<file path="src/rtl/interrupt_sequencer.sv">
// Interrupt front-end: rising-edge capture into a pending register, a mask, and
// highest-index priority. Runs the INT/INTACK/EOI handshake for one in-service vector.
module interrupt_sequencer #(
   parameter int NUM_IRQ = 8,
   parameter int VEC_W   = 3
) (
   input  logic               clk,
   input  logic               rst,
   input  logic [NUM_IRQ-1:0] IRQ,
   input  logic               MASK_WE,
   input  logic [NUM_IRQ-1:0] MASK_DIN,
   input  logic               EOI,
   input  logic               INTACK,
   output logic               INT,
   output logic [VEC_W-1:0]   INTV,
   output logic               INTV_VALID,
   output logic [NUM_IRQ-1:0] PENDING,
   output logic [NUM_IRQ-1:0] IN_SERVICE,
   output logic [NUM_IRQ-1:0] MASK
);

   typedef enum logic [1:0] {IDLE, REQ, ACK, SERVICE} state_t;

   localparam logic [NUM_IRQ-1:0] ONE = NUM_IRQ'(1);

   state_t             state_reg, state_next;
   logic [NUM_IRQ-1:0] prev_reg;
   logic [NUM_IRQ-1:0] pending_reg, pending_next;
   logic [NUM_IRQ-1:0] mask_reg, mask_next;
   logic [NUM_IRQ-1:0] in_service_reg, in_service_next;
   logic               int_req_reg, int_req_next;
   logic [VEC_W-1:0]   intv_reg, intv_next;
   logic               intv_valid_reg, intv_valid_next;

   logic [NUM_IRQ-1:0] rise;
   logic [NUM_IRQ-1:0] eligible;
   logic [NUM_IRQ-1:0] ack_clear;
   logic [VEC_W-1:0]   sel;

   assign rise     = IRQ & ~prev_reg;
   assign eligible = pending_reg & ~mask_reg;

   // Ascending scan so the highest eligible index is the last one written.
   always_comb begin
      sel = '0;
      for (int i = 0; i < NUM_IRQ; i++) begin
         if (eligible[i]) begin
            sel = VEC_W'(i);
         end
      end
   end

   // A fresh edge beats the acknowledge clear on the same bit.
   generate
      for (genvar gi = 0; gi < NUM_IRQ; gi++) begin : g_pending
         assign pending_next[gi] = (pending_reg[gi] & ~ack_clear[gi]) | rise[gi];
      end
   endgenerate

   assign mask_next = MASK_WE ? MASK_DIN : mask_reg;

   always_comb begin
      state_next      = state_reg;
      int_req_next    = int_req_reg;
      intv_next       = intv_reg;
      intv_valid_next = intv_valid_reg;
      in_service_next = in_service_reg;
      ack_clear       = '0;
      case (state_reg)
         IDLE: begin
            if (eligible != '0) begin
               state_next   = REQ;
               int_req_next = 1'b1;
            end
         end
         REQ: begin
            if (eligible == '0) begin
               state_next   = IDLE;
               int_req_next = 1'b0;
            end else if (INTACK) begin
               state_next      = ACK;
               int_req_next    = 1'b0;
               intv_next       = sel;
               intv_valid_next = 1'b1;
               ack_clear       = ONE << sel;
               in_service_next = ONE << sel;
            end
         end
         ACK: begin
            if (!INTACK) begin
               state_next      = SERVICE;
               intv_valid_next = 1'b0;
            end
         end
         SERVICE: begin
            if (EOI) begin
               state_next      = IDLE;
               in_service_next = '0;
            end
         end
         default: begin
            state_next = IDLE;
         end
      endcase
   end

   always_ff @(posedge clk or posedge rst) begin
      if (rst) begin
         state_reg      <= IDLE;
         prev_reg       <= '0;
         pending_reg    <= '0;
         mask_reg       <= '0;
         in_service_reg <= '0;
         int_req_reg    <= 1'b0;
         intv_reg       <= '0;
         intv_valid_reg <= 1'b0;
      end else begin
         state_reg      <= state_next;
         prev_reg       <= IRQ;
         pending_reg    <= pending_next;
         mask_reg       <= mask_next;
         in_service_reg <= in_service_next;
         int_req_reg    <= int_req_next;
         intv_reg       <= intv_next;
         intv_valid_reg <= intv_valid_next;
      end
   end

   assign INT        = int_req_reg;
   assign INTV       = intv_reg;
   assign INTV_VALID = intv_valid_reg;
   assign PENDING    = pending_reg;
   assign IN_SERVICE = in_service_reg;
   assign MASK       = mask_reg;

endmodule

</file>
<file path="config.mk">
export PLATFORM = sky130hd
export DESIGN_NAME = interrupt_sequencer
export DESIGN_NICKNAME = d
export VERILOG_FILES = /design/src/rtl/interrupt_sequencer.sv
export SDC_FILE = /design/constraint.sdc
export NUM_CORES = 1
export LEC_CHECK = 0
export ABC_AREA = 1
export BUFFER_PORTS_ARGS = -buffer_cell sky130_fd_sc_hd__buf_2
export CORE_MARGIN = 5
export CORE_UTILIZATION = 50
export DETAILED_ROUTE_END_ITERATION = 10
export PLACE_DENSITY = 0.89
export SLEW_MARGIN = 40
export SYNTH_ARGS = -nofsm -noshare
export SYNTH_HDL_FRONTEND = slang
export SYNTH_SLANG_ARGS = --single-unit
</file>
<file path="constraint.sdc">
create_clock -name clk -period 1.8 [get_ports clk]
set_clock_uncertainty 0.15 [all_clocks]
set_input_delay 0.36 -clock clk [delete_from_list [all_inputs] [get_ports clk]]
set_output_delay 0.36 -clock clk [all_outputs]
set_load 0.01 [all_outputs]
</file>
Word level (Yosys, flattened, before mapping)
Index checks and enable logic that the tools add are counted.

word-level totals
  register bits = 39
  input port bits = 21
  output and inout port bits = 29
  logic and storage cells = 86

operators by class
  equal/unequal tests = 9
  shifts and indexed selects = 1
  mux-type cells = 28
  bitwise logic cells = 29
  reductions and logical operators = 11

operator list
  kind                                                  number
  2-to-1 mux 8 bit                                      6
  2-to-1 mux 3 bit                                      6
  AND 8 bit                                             2
  NOT 8 bit                                             2
  case mux 8 bit (2 select lines)                       1
  AND reduction 4 bit                                   3
  2-to-1 mux 2 bit                                      5
  != test 2 bit (second input constant)                 5
  NOT 1 bit                                             9
  AND 1 bit                                             8
  logical NOT 8 bit                                     1
  OR 1 bit                                              8
  case mux 2 bit (4 select lines)                       1
  nonzero test 8 bit                                    1
  left shift 1 x 3 -> 8 bit (first input constant)      1
  2-to-1 mux 1 bit                                      7
  AND reduction 3 bit                                   2
  nonzero test 2 bit                                    3
  equality test 2 bit (second input constant)           2
  case mux 1 bit (2 select lines)                       2
  != test 3 bit (second input constant)                 1
  equality test 2 x 1 -> 1 bit (second input constant)  1
  logical NOT 2 bit                                     1

Depth between registers and ports, before layout
Gate-level depths: netlist of the first run.

  depth after elaboration = 16
  depth in mapped cells = 11

Worst setup path before layout of the first run
OpenSTA, ideal clock, no wires.

  path kind = reg2reg
  from = register mask_reg[7] (netlist: MASK[7])
  to = register pending_reg[5] (netlist: PENDING[5])
  library setup time = 0.117 ns
  arrival time = 1.171 ns
  required time = 1.533 ns
  slack = 0.363 ns
  stages on the path, launching flop included = 11
  path buffers = 0
  period minus slack after synthesis = 1.437 ns
  cell sequence = dfrtp_1 inv_1 nand2_4 nand2_4 nor2_4 inv_1 nand4_1 inv_1 nand3_1 nand2_1 nand2_1

between the ends
  word-level cells in the longest chain between the ends = 10

RTL lines
  item                       RTL line  text
  start, declared            29        logic [NUM_IRQ-1:0] mask_reg, mask_next;
  start signal, assigned     121       mask_reg <= mask_next;
  NOT 8 bit (*)              41        assign eligible = pending_reg & ~mask_reg;
  AND 8 bit (*)              41
  2-to-1 mux 3 bit           47        if (eligible[i]) begin
  left shift 1 x 3 -> 8 bit  85        ack_clear = ONE << sel;
  2-to-1 mux 8 bit           80        end else if (INTACK) begin
  2-to-1 mux 8 bit (*)       77        if (eligible == '0) begin
  2-to-1 mux 8 bit (*)       69        case (state_reg)
  NOT 1 bit (*)              56        assign pending_next[gi] = (pending_reg[gi] & ~ack_clear[gi]) | rise[gi];
  AND 1 bit (*)              56
  OR 1 bit (*)               56
  via pending_next[5]        28        logic [NUM_IRQ-1:0] pending_reg, pending_next;
  end signal, assigned       120       pending_reg <= pending_next;
  end, declared              28

The timed path passes the listed nets; every way through them passes the cells marked *.
A chain may end at the register's enable or synchronous reset.

Final worst setup path of the first run
Ends and elaborated chain as after synthesis.

==> results of run 1 <==
-- routing by layer --
layer	vias to the layer above	global-route usage [%]	wire length, um
li1	718	-	-
met1	649	22.2	1580
met2	45	30.2	1900
met3	10	4.43	247
met4	0	7.94	81
met5	-	0	0
-- stage by stage --
stage                     setup slack, ps  hold WS [ps]  instances  util (%)
after floorplan                       363           241        190         -
after global placement                239           258        285      60.4
after detailed placement              168           286        285      60.4
after CTS                             128          60.0        302      65.2
after global routing                 56.1          68.9        303      65.5
final                                 158          57.0        303      65.5
-- cell families after synthesis --
logic type	count (synthesis)	synth area share, %
buffers and inverters	36	7.98
flip-flops	39	57.6
AO/OA/AOI/OAI	19	7.24
AND/OR/NAND/NOR	96	27.2
-- worst max path at each step --
stage | endpoint | slack [ps]
after floorplan | PENDING[5] | 360
after global placement | PENDING[5] | 240
after detailed placement | PENDING[5] | 170
after CTS | PENDING[5] | 130
after global routing | PENDING[5] | 60
final | PENDING[5] | 160
-- critical path, stage by stage (launching register included) --
cell     delay, ps
dfrtp_1        390
inv_1          100
nand2_4        100
nand2_4        110
nor2_4          50
inv_1           50
nand4_1        140
inv_1          140
nand3_1        140
nand2_1        100
nand2_1         50
-- synth_stat cells --
cell type / count
clkbuf_1: 1
o21ai_2: 1
o21ai_0: 11
nand2_2: 3
a22oi_1: 1
nand4_2: 1
nand3b_1: 1
nand4_1: 6
a21oi_1: 1
nand2_1: 64
inv_1: 31
nor2_4: 3
nand3_2: 1
a21oi_4: 1
o21bai_1: 4
dfrtp_1: 39
inv_2: 4
nor2_1: 4
nor4_1: 1
nand2_4: 3
nand3_1: 9
-- layout make-up --
type                       count  share of cell area (%)
sequential                    39                    45.0
multi-input combinational    115                    26.9
tap                           46                    2.66
inverter                      35                    6.06
timing repair buffer          60                    16.2
clock buffer                   8                    3.18
-- timing repair --
item / in CTS / in global routing
setup buffers: 0 / 1
hold buffers: 9 / 0
setup endpoints to repair: 0 / 1
hold endpoints to repair: 47 / 0
-- cell usage in the layout (no fill, tap or decap), drive strengths merged --
master,instances
nor4,1
clkbuf,8
nand2,70
nand3,10
a22oi,1
dlygate4sd3,9
nor2,7
a21oi,2
buf,51
inv,35
dfrtp,39
o21bai,4
o21ai,12
nand4,7
nand3b,1
-- power groups by stage --
| stage | Clock, W | Combinational [W] | Sequential [W] |
|---|---|---|---|
| floorplan | 0 | 0.000489 | 0.00124 |
| global placement | 0 | 0.000809 | 0.00119 |
| detailed placement | 0 | 0.000836 | 0.00120 |
| CTS | 0.000516 | 0.000861 | 0.00118 |
| global route | 0.000547 | 0.000969 | 0.00120 |
| finish | 0.000507 | 0.000864 | 0.00118 |
==> qor.csv, run 1 <==
stage,metric,value,unit
drt,wl,3.81,mm
floorplan,dieWidth,68.2,um
drt,via_per_inst,4.69,
clocking,htree_num_levels,2,
power_and_ir_drop,internal-power,0.00159,W
sta,drv_slew,0,
floorplan,dieArea,4650,um^2
layout,layout-drive-gt1-share,29.2,%
layout,fillers,296,
power_and_ir_drop,comb_power_share,33.9,%
power_and_ir_drop,peakVddDrop,0.551,mV
drt,drt_first_pass_iters,4,
min_path,whs_path_depth,3,
floorplan,fp-row-count,21,
clocking,clock_path_buffers,2,
layout,regArea,976,um^2
place,port_buffers,49,
setup_path,critPathMaxFanout,9,
min_path,min_to,MASK[7],
setup_path,crit_arrival,1730,ps
clocking,clock-root-buffer,clkbuf_4,
clocking,cts_resized,0,
sta,rsz0062_at_grt,no,
sta,setup_tns,0,ps
synth,yosys.area.top_type,dfrtp_1,
sta,slew_headroom,68.5,%
min_path,hold_start,MASK_DIN[7],
place,gp_congestion,0.885,
power_and_ir_drop,p_switching,0.000959,W
clocking,cts.sinks,39,
sta,period_share,91.2,%
floorplan,start_util,51.2,%
clocking,clk_pin_slew_worst_paths,120,ps
synth,synth_warnings,0,
drt,drt_iter0_drc,138,
synth,ys_top_cells_by_area,"dfrtp_1 (58%), nand2_1 (14%), inv_1 (6.9%)",
setup_path,rr_worst_depth,10,
synth,synth_seq_cells,39,
drt,postRouteAntennaNets,0,
sta,setup_viol,0,
setup_path,reg2reg_from,MASK[7],
global_route,overflow,0,
synth,seq_area_frac_synth,57.6,%
synth,synthCells,190,
layout,multiInputGateArea,583,um^2
clocking,cts_tree,built,
layout,area_growth,27.9,%
floorplan,coreArea,3310,um^2
global_route,grt_first_pass_wirelength,6.24,mm
global_route,grt_max_degree,40,
global_route,antenna_found_initial,0,
setup_path,cp-end-kind,flop,
clocking,numCtsBuffers,5,
global_route,grt_pass1_vias,1413,
setup_path,r2r_end,PENDING[5],
layout,final_area,2170,um^2
sta,worst_pin_slew,472,ps
place,placed_cell_area,2000,um^2
setup_path,start_kind,flop,
clocking,clk_latency,350,ps
min_path,hold_class,in -> reg,
power_and_ir_drop,seqPwrFrac,46.2,%
setup_path,critPathKind,reg -> reg,
power_and_ir_drop,power,0.00255,W
power_and_ir_drop,pwr-share-clk,19.9,%
drt,vias,1422,
setup_path,startpoint,MASK[7],
setup_path,r2r_slack,160,ps
synth,ys_types,21,
power_and_ir_drop,power.share.switching,37.6,%
synth,netlist_area,1690,um^2
power_and_ir_drop,p_leak,1.23,nW
drt,wl_per_cell,12.6,um
sta,finalCriticalPeriod,1640,ps
synth,synth_top_area_share,57.6,%
power_and_ir_drop,power_density,1180,nW/um^2
layout,diodes,0,
run,maxCapViolations,0,
setup_path,required,1890,ps
floorplan,io_pins,50,
outcome,status,"finished, final reports clean",
floorplan,fp.dieH,68.2,um
place,place_hpwl,2.85,mm
synth,syn_nets,211,
sta,hold_violations,0,
layout,nets,277,
synth,avgSynthCellArea,8.92,um^2
global_route,track_usage,18.1,%
drt,drcViolationCount,0,
sta,max_freq,609,MHz
Note: power is estimated with default switching activity, not from simulation.
==> run 2: changes to the inputs <==
--- a/config.mk
+++ b/config.mk
@@ -8,10 +8,11 @@
 export ABC_AREA = 1
 export BUFFER_PORTS_ARGS = -buffer_cell sky130_fd_sc_hd__buf_2
 export CORE_MARGIN = 5
-export CORE_UTILIZATION = 50
+export CORE_UTILIZATION = 54
 export DETAILED_ROUTE_END_ITERATION = 10
-export PLACE_DENSITY = 0.89
-export SLEW_MARGIN = 40
+export HOLD_SLACK_MARGIN = 0.1
+export PLACE_DENSITY = 0.94
+export SLEW_MARGIN = 20
 export SYNTH_ARGS = -nofsm -noshare
 export SYNTH_HDL_FRONTEND = slang
 export SYNTH_SLANG_ARGS = --single-unit
==> constraint.sdc (replaced) <==
create_clock -name clk -period 2 [get_ports clk]
set_clock_uncertainty 0.15 [all_clocks]
set_input_delay 0.4 -clock clk [delete_from_list [all_inputs] [get_ports clk]]
set_output_delay 0.4 -clock clk [all_outputs]
set_load 0.01 [all_outputs]
==> qor.csv, run 2 (synthesis gave the netlist of run 1 again) <==
stage,metric,value,unit
floorplan,coreArea,3030,um^2
place,gp_congestion,0.860,
power_and_ir_drop,p_leak,1.25,nW
clocking,clk_latency,340,ps
layout,regArea,976,um^2
layout,area_growth,30.4,%
floorplan,dieWidth,66.0,um
drt,via_per_inst,4.80,
clocking,clock-root-buffer,clkbuf_4,
setup_path,required,2090,ps
layout,layout-drive-gt1-share,28.7,%
setup_path,critPathMaxFanout,9,
clocking,ctsHoldBuffers,10,
power_and_ir_drop,power_density,1120,nW/um^2
sta,drv_slew,0,
sta,finalCriticalPeriod,1690,ps
sta,period_share,84.5,%
floorplan,fp.dieH,66.0,um
layout,diodes,0,
place,place_hpwl,2.89,mm
layout,final_common_cell,nand2_1,
clocking,htree_num_levels,2,
power_and_ir_drop,peakVddDrop,0.685,mV
clocking,post_cts_buffers,0,
sta,setup_tns,0,ps
run,maxCapViolations,0,
global_route,grt_max_degree,40,
clocking,clock_path_buffers,2,
sta,slew_headroom,68.6,%
power_and_ir_drop,power,0.00247,W
drt,drt_iter0_drc,93,
drt,postRouteAntennaNets,0,
clocking,cts_resized,0,
global_route,grt_pass1_vias,1443,
sta,holdWs,114,ps
setup_path,crit_arrival,1780,ps
floorplan,start_util,56.0,%
floorplan,io_pins,50,
place,placed_cell_area,2000,um^2
place,place_ws,406,ps
global_route,overflow,0,
sta,max_freq,592,MHz
layout,final_area,2210,um^2
outcome,status,"finished, final reports clean",
sta,hold_violations,0,
global_route,grt_use_met3,5.78,%
min_path,hold_class,in -> reg,
global_route,use_met1,24.3,%
floorplan,dieArea,4360,um^2
setup_path,start_kind,flop,
clocking,cts.sinks,39,
drt,wl_per_cell,12.7,um
global_route,antenna_found_initial,0,
clocking,cts_tree,built,
clocking,numCtsBuffers,5,
sta,worst_pin_slew,471,ps
sta,setup_ws,310,ps
drt,wl,3.85,mm
layout,fillers,245,
layout,multiInputGateArea,583,um^2
clocking,clk_pin_slew_worst_paths,110,ps
sta,setup_viol,0,
drt,drt_first_pass_iters,4,
drt,drcViolationCount,0,
sta,rsz0062_at_grt,no,
global_route,met2_usage,32.3,%
place,port_buffers,49,
layout,nets,278,
setup_path,cp-end-kind,flop,
floorplan,fp-row-count,20,
drt,vias,1450,
global_route,track_usage,19.8,%
setup_path,critPathKind,reg -> reg,
global_route,busiest_layer,met2,
global_route,grt_first_pass_wirelength,6.45,mm
layout,final_cell_mix,"nand2_1 (64), buf_2 (49), dfrtp_1 (39)",
-- run 2: final timing paths --
path                                      end  cells after the start        start  slack [ps]
min in group asynchronous       IN_SERVICE[6]                      4          rst         550
worst min register to register     PENDING[7]                      1  prev_reg[7]         280
worst min-delay path                  MASK[6]                      3  MASK_DIN[6]         110
max in group asynchronous          PENDING[5]                      4          rst         820
worst max-delay path               PENDING[5]                     10      MASK[7]         310
worst max register to register     PENDING[5]                     10      MASK[7]         310
-- run 2: through the flow --
step | utilization [%] | instances
after floorplan | - | 190
after global placement | 66.0 | 283
after detailed placement | 66.0 | 283
after CTS | 72.6 | 301
after global routing | 73.0 | 302
final | 73.0 | 302
-- run 2: cell type report --
class / count / share of cell area (%)
Clock buffer: 6 / 1.87
Clock inverter: 2 / 2.72
Inverter: 35 / 5.95
Multi-Input combinational cell: 115 / 26.4
Sequential cell: 39 / 44.2
Tap cell: 44 / 2.49
Timing Repair Buffer: 61 / 16.4
-- run 2: power by group --
part / leakage, nW / switching, W / internal [W]
registers: 0.453 / 0.000128 / 0.000940
clock network: 0.0525 / 0.000245 / 0.000390
logic: 0.740 / 0.000489 / 0.000280
-- run 2: metal layers --
layer	routed length [um]	vias up
li1	-	719
met1	1550	660
met2	1910	60
met3	280	11
met4	105	0
met5	0	-
-- run 2: critical path, stage by stage, from the launching register on --
cell and delay (ps):
dfrtp_1 390, inv_1 110, nand2_4 110, nand2_4 110, nor2_4 50, inv_1 60, nand4_1 210, inv_1 180
nand3_1 110, nand2_1 80, nand2_1 40
